[config.mk]
export PLATFORM = sky130hd
export DESIGN_NAME = data_port_arbiter
export DESIGN_NICKNAME = d
export VERILOG_FILES = /design/src/rtl/data_port_arbiter.sv
export SDC_FILE = /design/constraint.sdc
export NUM_CORES = 1
export LEC_CHECK = 0
export ABC_AREA = 1
export CAP_MARGIN = 20
export CORE_MARGIN = 10
export CORE_UTILIZATION = 41
export CTS_BUF_LIST = sky130_fd_sc_hd__clkbuf_4 sky130_fd_sc_hd__clkbuf_8 sky130_fd_sc_hd__clkbuf_16
export DETAILED_ROUTE_END_ITERATION = 8
export PLACE_DENSITY = 0.87
export SYNTH_ARGS = -nofsm -noshare
export SYNTH_HDL_FRONTEND = slang
export SYNTH_SLANG_ARGS = --single-unit
[constraint.sdc]
create_clock -name clk -period 2.6 [get_ports clk]
set_input_delay 0.26 -clock clk [delete_from_list [all_inputs] [get_ports clk]]
set_output_delay 0.26 -clock clk [all_outputs]
set_load 0.02 [all_outputs]
[src/rtl/data_port_arbiter.sv]
// data_port_arbiter: two-requester data memory port arbiter with B lock bursts and in-order read return
module data_port_arbiter #(
    parameter int ADDR_W     = 14,
    parameter int DATA_W     = 32,
    parameter int RD_LATENCY = 1,
    parameter int MAX_LOCK   = 8
) (
    input  logic              clk,
    input  logic              rst,
    input  logic              reqA,
    input  logic              reqB,
    input  logic              weA,
    input  logic              weB,
    input  logic [ADDR_W-1:0] addrA,
    input  logic [ADDR_W-1:0] addrB,
    input  logic [DATA_W-1:0] wdataA,
    input  logic [DATA_W-1:0] wdataB,
    input  logic              lockB,
    output logic              gntA,
    output logic              gntB,
    output logic              rvalidA,
    output logic              rvalidB,
    output logic [DATA_W-1:0] rdata,
    output logic [ADDR_W-1:0] memAddr,
    output logic [DATA_W-1:0] memWrData,
    output logic              memWrEn,
    input  logic [DATA_W-1:0] memRdData
);
    localparam int DEPTH = RD_LATENCY + 1;
    localparam logic [7:0] LOCK_MAX = 8'(MAX_LOCK);

    logic              r_last_b;
    logic [7:0]        r_lock_cnt;
    logic [ADDR_W-1:0] r_addr;
    logic [DATA_W-1:0] r_wdata;
    logic              r_we;
    logic [DEPTH-1:0]  r_vld;
    logic [DEPTH-1:0]  r_own;
    logic              w_locked;
    logic              w_pick_b;
    logic              w_issue_rd;

    // B wins when alone, when holding a live lock after its own grant, or when A went last
    always_comb begin
        w_locked   = reqB & lockB & r_last_b & (r_lock_cnt < LOCK_MAX);
        w_pick_b   = reqB & (~reqA | w_locked | ~r_last_b);
        gntB       = ~rst & w_pick_b;
        gntA       = ~rst & reqA & ~w_pick_b;
        w_issue_rd = (gntA & ~weA) | (gntB & ~weB);
    end

    // round-robin history: remembers which requester was granted most recently
    always_ff @(posedge clk) begin
        if (rst)
            r_last_b <= 1'b1;
        else if (gntA)
            r_last_b <= 1'b0;
        else if (gntB)
            r_last_b <= 1'b1;
    end

    // counts locked B grants that made A wait; dropping the lock or serving A restarts the run
    always_ff @(posedge clk) begin
        if (rst || gntA || !lockB)
            r_lock_cnt <= '0;
        else if (gntB && w_locked && reqA)
            r_lock_cnt <= r_lock_cnt + 8'd1;
    end

    // issue register: the winner's access reaches the memory one cycle after its grant
    always_ff @(posedge clk) begin
        if (rst) begin
            r_addr  <= '0;
            r_wdata <= '0;
            r_we    <= 1'b0;
        end else if (gntA) begin
            r_addr  <= addrA;
            r_wdata <= wdataA;
            r_we    <= weA;
        end else if (gntB) begin
            r_addr  <= addrB;
            r_wdata <= wdataB;
            r_we    <= weB;
        end else begin
            r_we    <= 1'b0;
        end
    end

    // in-flight read tracker: the entry leaving the last stage lines up with memRdData
    always_ff @(posedge clk) begin
        if (rst) begin
            r_vld <= '0;
            r_own <= '0;
        end else begin
            r_vld <= {r_vld[DEPTH-2:0], w_issue_rd};
            r_own <= {r_own[DEPTH-2:0], gntB};
        end
    end

    assign rvalidA   = ~rst & r_vld[DEPTH-1] & ~r_own[DEPTH-1];
    assign rvalidB   = ~rst & r_vld[DEPTH-1] & r_own[DEPTH-1];
    assign rdata     = memRdData;
    assign memAddr   = rst ? '0 : r_addr;
    assign memWrData = rst ? '0 : r_wdata;
    assign memWrEn   = ~rst & r_we;
endmodule

==> results of run 1 <==
-- how the worst max path moves through the flow --
| stage | endpoint |
|---|---|
| after detailed placement | r_lock_cnt[2] |
| after CTS | gntB |
| final | gntB |
| after global routing | gntB |
| after floorplan | memAddr[10] |
| after global placement | gntB |
-- through the flow --
stage / power (mW) / setup WS [ns]
2_1_floorplan: 1.49 / 1.18
3_3_place_gp: 1.70 / 0.407
3_5_place_dp: 1.72 / 0.291
4_1_cts: 2.66 / 0.345
5_1_grt: 2.77 / 0.271
6_report: 2.63 / 0.328
-- worst reg2reg max path: cells and delay by family, from the launching register on --
family | cells | cell delay, ns
buffers and inverters | 1 | 0.42
flip-flops | 1 | 0.36
AND/OR/NAND/NOR | 8 | 0.98
-- logic make-up (layout without fill, tap and decap cells) --
family                     Yosys count  count (layout)  synth area share
AOI/OAI and AO/OA                   52              52            0.0891
xor gates and xnor gates             1               1           0.00245
buffers and inverters              181             283             0.248
and+or+nand+nor                    266             266             0.321
DFF                                 60              60             0.335
adders and majority gates            1               1           0.00349
-- area by class of cell --
class                   instances  share of cell area
clock buffers                  12              0.0303
well taps                     108              0.0268
repair buffers                158               0.313
inverters                     109              0.0812
clock inverters                 4              0.0144
flip-flops and latches         60               0.238
multi-input cells             320               0.296
-- placed cells by master, fill, tap and decap left out, types with 4 or more instances in the layout --
cell type,Yosys,layout
clkdlybuf4s50_1,0,148
inv_1,109,109
nand2_1,104,104
nand3_1,92,92
nor2_1,60,60
dfxtp_1,60,60
a31oi_1,46,46
clkbuf_8,0,10
buf_4,36,7
nand2_2,4,4
a21oi_1,4,4
-- flip-flops by register name, indices dropped and copies added, names as in the netlist --
| register | flops |
|---|---|
| r_vld | 2 |
| r_lock_cnt | 8 |
| r_last_b | 1 |
| r_addr | 14 |
| r_we | 1 |
| r_own | 2 |
| r_wdata | 32 |
-- power groups by stage --
stage	combinational, mW	clock (mW)	sequential (mW)
finish	0.680	0.940	1.01
global route	0.754	0.998	1.02
CTS	0.685	0.964	1.01
detailed placement	0.681	0	1.03
global placement	0.666	0	1.03
floorplan	0.459	0	1.03
-- per-layer routing --
| layer | wire length, um | global-route usage |
|---|---|---|
| met3 | 854 | 0.0635 |
| met2 | 5100 | 0.270 |
| met1 | 4350 | 0.173 |
| met5 | 0 | 0 |
| met4 | 191 | 0.0643 |
==> impl_results.md, run 1 <==
* Area growth syn-to-layout at 40.7%
* Number of nets at the end of the flow at 790
* Leakage power total at 2.44 nW
* Most instantiated flip-flop cell in the synthesis netlist: dfxtp_1
* Clock latency at the later pin of the worst-skew pair at 0.33 ns
* Data arrival time at the worst-slack endpoint at 2.01 ns
* Cell breakdown of the critical path: clkdlybuf4s50_1, nand2_1, nor2_1, nand2_1, nand2_2, nand3_2, inv_1, clkdlybuf4s50_1
* Antenna viol nets, final at 0
* Min Tclk post-route at 2.27 ns
* Classification of the worst-slack hold path: in2reg
* Cell family with the largest share of critical-path delay: buffers and inverters
* Vias at 3729
* Clock tree from TritonCTS: built
* Worst slew margin at 0.667
* Total area of multi-input combinational cells at 1490 sq um
* Netlist Area Pre-Place at 3580 sq um
* # Post-CTS Setup Buffers at 0
* Sort of element at the end of the critical path: primary output
* Cell at the root of the clock tree: clkbuf_8
* Worst flop-to-flop path startpoint: r_last_b
* Critical path buffers and inverters at 3
* Achievable Freq at 440 MHz
* Worst Tran Pin Value at 0.500 ns
* Buffers from clock root to sink, at most at 2
* Number of DRC markers in iteration 0 at 165
* CP peak stage delay at 0.61 ns
* Number of placed I/O pins at 214
* Capture endpoint of the worst hold path: r_vld[1]
* Final Hold Slack at 0.332 ns
* Count of clock tree sinks at 60
* Post-synthesis net count at 693
* Die height at 113 um
* Switching part of the total at 0.276
* Router iterations before antenna repair at 5
* Number of H-tree levels at 3
* Setup CP Type: in2out
* Fraction of power consumed by the clock network at 0.357
* Count of synthesis-stage warnings from yosys at 0
* DP HPWL at 7870 um
* Proportion of power drawn by combinational gates at 0.258
* Final Max Slew Viols at 0
* Number of synthesized flops with an enable pin at 0
* Number of antenna violations at the first check in global routing at 0
* Sequential Power Share at 0.385
* Total track usage at 0.159
* Number of global-route vias before repair at 3683
* IO buf count at 149
* Most common cell in the netlist: inv_1
* Number of clock buffers inserted by TritonCTS at 9
* Register bit total from synthesis at 60
* Synthesized instance count at 561
* Internal reg-to-reg setup slack at 0.76 ns
* Mean post-synth cell area at 6.38 sq um
* Share of flip-flops with an asynchronous set or reset after synthesis at 0
* Number of distinct standard cells referenced by the synthesized netlist at 21
* Post-synth top cells: inv_1, nand2_1, nand3_1
* Post-detailed-route DRC marker count at 0
* Max-cap viol count at 0
* Wire length after detailed routing at 10500 um
* Number of placement rows at 34
* Hold Crit Depth at 2
* Highest net fanout along the worst path at 4
* Required @ worst endpoint at 2.34 ns
* Average wire length per cell after detail routing at 13.6 um
* Die footprint at 12900 sq um
* Maximum VDD drop at 0.000287 V
* Leading post-synthesis cells by cell area: dfxtp_1, nand3_1, inv_1, nand2_1, a31oi_1
* Worst flop-to-flop path endpoint: r_lock_cnt[2]
* Area share of the largest cell type after synthesis at 0.335
* Crit path from: reqB
* Quantity of gates resized following cts at 0
* Logic depth of the worst path, buffers included at 8
* Worst Reg2Reg Path Length in Cells at 9
* Worst-path clk slew at 0.07 ns
* Pin count of the biggest net entering global routing at 94
* CTS hold repair buffers at 0
* Number of placed instances, taps included at 755
* Number of antenna repair diodes at 0
* Setup Total Neg Slack at 0 ns
* Launching element type of the critical path: primary input
* Initial core utilization at 0.417
* Core area at 8590 sq um
* Portion of the clock cycle consumed by the worst path in the final layout at 0.874
* Die Wd at 113 um
* Wire length of the first global-routing pass at 17200 um
* Cell type with the highest aggregate area in the netlist: dfxtp_1
* Finished Cell Area at 5040 sq um
* Final cell count without fillers at 771
* Final standard cell utilization of the core at 0.586
* Switch Pwr at 0.725 mW
* Hold Violations, Final at 0
* Result of the run: finished, final reports clean
* Worst Hold Launch: rst
* Power Dens Cells at 522 nW/um^2
* Weighted congestion reported at the end of routability-driven placement at 0.777
* Overflow left after global routing at 0
* Total placed instance area at 4810 sq um
* Sequential cell area at 1200 sq um
* Number of failing setup endpoints in the final timing report at 0
* Ratio of cells with drive above 1 in the final layout at 0.0498
* Cell with the biggest individual delay on the critical path: clkdlybuf4s50_1
* Cell-internal power at 1.91 mW
* Unrepaired setup endpoints after global routing: no
* Sequential area share after synthesis at 0.335
* Number of filler cells placed in the layout at 787
* Clock Skew at 0.0134 ns
* Detailed-route vias per instance at 4.84
Note: power is estimated with default switching activity, not from simulation.
==> run 2: changes to the inputs <==
--- a/config.mk
+++ b/config.mk
@@ -12,6 +12,7 @@
 export CTS_BUF_LIST = sky130_fd_sc_hd__clkbuf_4 sky130_fd_sc_hd__clkbuf_8 sky130_fd_sc_hd__clkbuf_16
 export DETAILED_ROUTE_END_ITERATION = 8
 export PLACE_DENSITY = 0.87
+export SKIP_LAST_GASP = 1
 export SYNTH_ARGS = -nofsm -noshare
 export SYNTH_HDL_FRONTEND = slang
 export SYNTH_SLANG_ARGS = --single-unit
==> results of run 2 <==
The final DEF is identical to that of run 1; final timing and power are the same.
==> run 3: changes to the inputs <==
--- a/config.mk
+++ b/config.mk
@@ -7,6 +7,7 @@
 export LEC_CHECK = 0
 export ABC_AREA = 1
 export CAP_MARGIN = 20
+export CORE_ASPECT_RATIO = 0.6
 export CORE_MARGIN = 10
 export CORE_UTILIZATION = 41
 export CTS_BUF_LIST = sky130_fd_sc_hd__clkbuf_4 sky130_fd_sc_hd__clkbuf_8 sky130_fd_sc_hd__clkbuf_16
==> run 3 against run 2 <==
Compared with the run above: register-to-register slack improved by 0.04 ns; power is 10% higher; utilization grew 1.6 points; count of clock-buffer cells in the layout decreased by 3; routed wire length increased by 6.4%; non-clock buffer count did not move; critical path type unchanged; combinational power increased by 2%; maximum frequency increased by 2.6%; design area up 2.0%; sequential share of layout area is 0.46 points lower; hold slack better by 0.078 ns.
==> impl_results.md, run 3 (synthesis gave the netlist of run 1 again) <==
* Result of the run: finished, final reports clean (unchanged)
* Number of antenna violations at the first check in global routing at 0 (unchanged)
* GR Layer Usage met3 at 0.0780 (was 0.0635)
* Hold Violations, Final at 0 (unchanged)
* Hold Crit Depth at 2 (unchanged)
* Area growth syn-to-layout at 43.5% (was 40.7%)
* Max-cap viol count at 0 (unchanged)
* Number of flip-flops under the largest register name at 32 (unchanged)
* Cell breakdown of the critical path: clkdlybuf4s50_1, nand2_1, nor2_1, nand2_1, nand2_2, nand3_2, inv_1, clkdlybuf4s50_1 (unchanged)
* Worst-path clk slew at 0.06 ns (was 0.07 ns)
* Cell with the biggest individual delay on the critical path: clkdlybuf4s50_1 (unchanged)
* Detailed-route vias per instance at 4.85 (was 4.84)
* Classification of the worst-slack hold path: reg2reg (was in2reg)
* Vias at 3761 (was 3729)
* Quantity of gates resized following cts at 0 (unchanged)
* Min Tclk post-route at 2.21 ns (was 2.27 ns)
* Peak-usage layer in the global routing report: met2 (unchanged)
* Overflow left after global routing at 0 (unchanged)
* Weighted congestion reported at the end of routability-driven placement at 0.844 (was 0.777)
* Worst slew margin at 0.615 (was 0.667)
* Final Max Slew Viols at 0 (unchanged)
* Worst Hold Launch: r_own[0] (was rst)
* Number of nets at the end of the flow at 790 (unchanged)
* Total track usage at 0.163 (was 0.159)
* Sort of element at the end of the critical path: primary output (unchanged)
* Antenna viol nets, final at 0 (unchanged)
* Most frequent standard cell in the layout excluding fill and tap cells: clkdlybuf4s50_1 (unchanged)
* Router iterations before antenna repair at 4 (was 5)
* Die Wd at 141 um (was 113 um)
* Achievable Freq at 452 MHz (was 440 MHz)
* Number of placed I/O pins at 214 (unchanged)
* Pin count of the biggest net entering global routing at 94 (unchanged)
* Number of clock buffers inserted by TritonCTS at 9 (unchanged)
* Buffers from clock root to sink, at most at 2 (unchanged)
* Data arrival time at the worst-slack endpoint at 1.95 ns (was 2.01 ns)
* Die height at 92.4 um (was 113 um)
* CP peak stage delay at 0.61 ns (about the same)
* Clock tree from TritonCTS: built (unchanged)
* Number of H-tree levels at 3 (unchanged)
* Die footprint at 13000 sq um (was 12900 sq um)
* Number of global-route vias before repair at 3650 (was 3683)
* Required @ worst endpoint at 2.34 ns (about the same)
* Worst flop-to-flop path endpoint: r_lock_cnt[2] (unchanged)
* Unrepaired setup endpoints after global routing: no (unchanged)
* Wire length of the first global-routing pass at 17900 um (was 17200 um)
* Count of clock tree sinks at 60 (unchanged)
* Worst Reg2Reg Path Length in Cells at 9 (unchanged)
* Highest net fanout along the worst path at 4 (unchanged)
* CTS hold repair buffers at 0 (unchanged)
* Number of failing setup endpoints in the final timing report at 0 (unchanged)
* Global routing met2 resource utilization at 0.265 (was 0.270)
* Core area at 8520 sq um (was 8590 sq um)
* IO buf count at 149 (unchanged)
* Met1 demand-to-capacity share in global routing at 0.194 (was 0.173)
* Clock Skew at 0.00608 ns (was 0.0134 ns)
* Portion of the clock cycle consumed by the worst path in the final layout at 0.851 (was 0.874)
* Power Dens Cells at 564 nW/um^2 (was 522 nW/um^2)
* Internal reg-to-reg setup slack at 0.80 ns (was 0.76 ns)
* Capture endpoint of the worst hold path: r_own[1] (was r_vld[1])
* Total placed instance area at 4830 sq um (was 4810 sq um)
* Leakage power total at 2.48 nW (was 2.44 nW)
* Launching element type of the critical path: primary input (unchanged)
* Average wire length per cell after detail routing at 14.4 um (was 13.6 um)
* Commonest non-fill, non-tap cells in the layout: clkdlybuf4s50_1, inv_1, nand2_1 (unchanged)
* Initial core utilization at 0.420 (was 0.417)
* Setup Total Neg Slack at 0 ns (unchanged)
* Power Total at 2.90 mW (was 2.63 mW)
* Post-detailed-route DRC marker count at 0 (unchanged)
* Largest register by flop count: r_wdata (unchanged)
* Largest registers: r_wdata x32, r_addr x14, r_lock_cnt x8 (unchanged)
* Setup CP Type: in2out (unchanged)
* Number of placement rows at 26 (was 34)
* Worst flop-to-flop path startpoint: r_last_b (unchanged)
* Finished Cell Area at 5140 sq um (was 5040 sq um)
* Wire length after detailed routing at 11200 um (was 10500 um)
* # Post-CTS Setup Buffers at 0 (unchanged)
* Worst Tran Pin Value at 0.577 ns (was 0.500 ns)
* Maximum VDD drop at 0.000458 V (was 0.000287 V)
* Clock latency at the later pin of the worst-skew pair at 0.31 ns (was 0.33 ns)
* DP HPWL at 8210 um (was 7870 um)
* Number of DRC markers in iteration 0 at 158 (was 165)
* Ratio of cells with drive above 1 in the final layout at 0.0498 (unchanged)
* Cell at the root of the clock tree: clkbuf_16 (was clkbuf_8)
* Number of antenna repair diodes at 0 (unchanged)
[run 3: final cells by class]
class | count | area (sq um)
repair buffers | 158 | 1590
flip-flops and latches | 60 | 1200
fillers | 778 | 3380
clock inverters | 7 | 81.3
clock buffers | 9 | 225
multi-input cells | 320 | 1490
inverters | 109 | 409
well taps | 112 | 140
[run 3: metal layers]
layer  part of all wire  wire length [um]
met5                  0                 0
met3               0.10              1150
met4             0.0066                74
met1               0.42              4730
met2               0.47              5200
[run 3: worst max-delay path by stage]
stage | cells past startpoint | end | slack (ns) | from
finish | 8 | gntB | 0.39 | reqB
global route | 8 | gntB | 0.34 | reqB
CTS | 8 | gntB | 0.38 | reqB
detailed placement | 10 | r_lock_cnt[2] | 0.33 | reqB
global placement | 8 | gntB | 0.42 | reqB
floorplan | 4 | memAddr[10] | 1.18 | rst
[run 3: power by group]
group,internal [mW],switching (mW)
Clock,0.754,0.435
Sequential,0.995,0.0189
Combinational,0.329,0.364
Total,2.08,0.818
[run 3: per-stage QoR]
step                hold WS, ns  instances   util  setup WS [ns]
CTS                       0.416        775  0.603          0.384
finish                    0.410        775  0.603          0.386
floorplan                 0.363        561      -           1.18
global route              0.433        775  0.603          0.335
global placement          0.395        759  0.567          0.417
detailed placement        0.407        759  0.567          0.333
[run 3: critical path, delay by kind of cell]
kind | cells | cell delay, ns
buffers and inverters | 3 | 1.24
and+or+nand+nor | 5 | 0.47
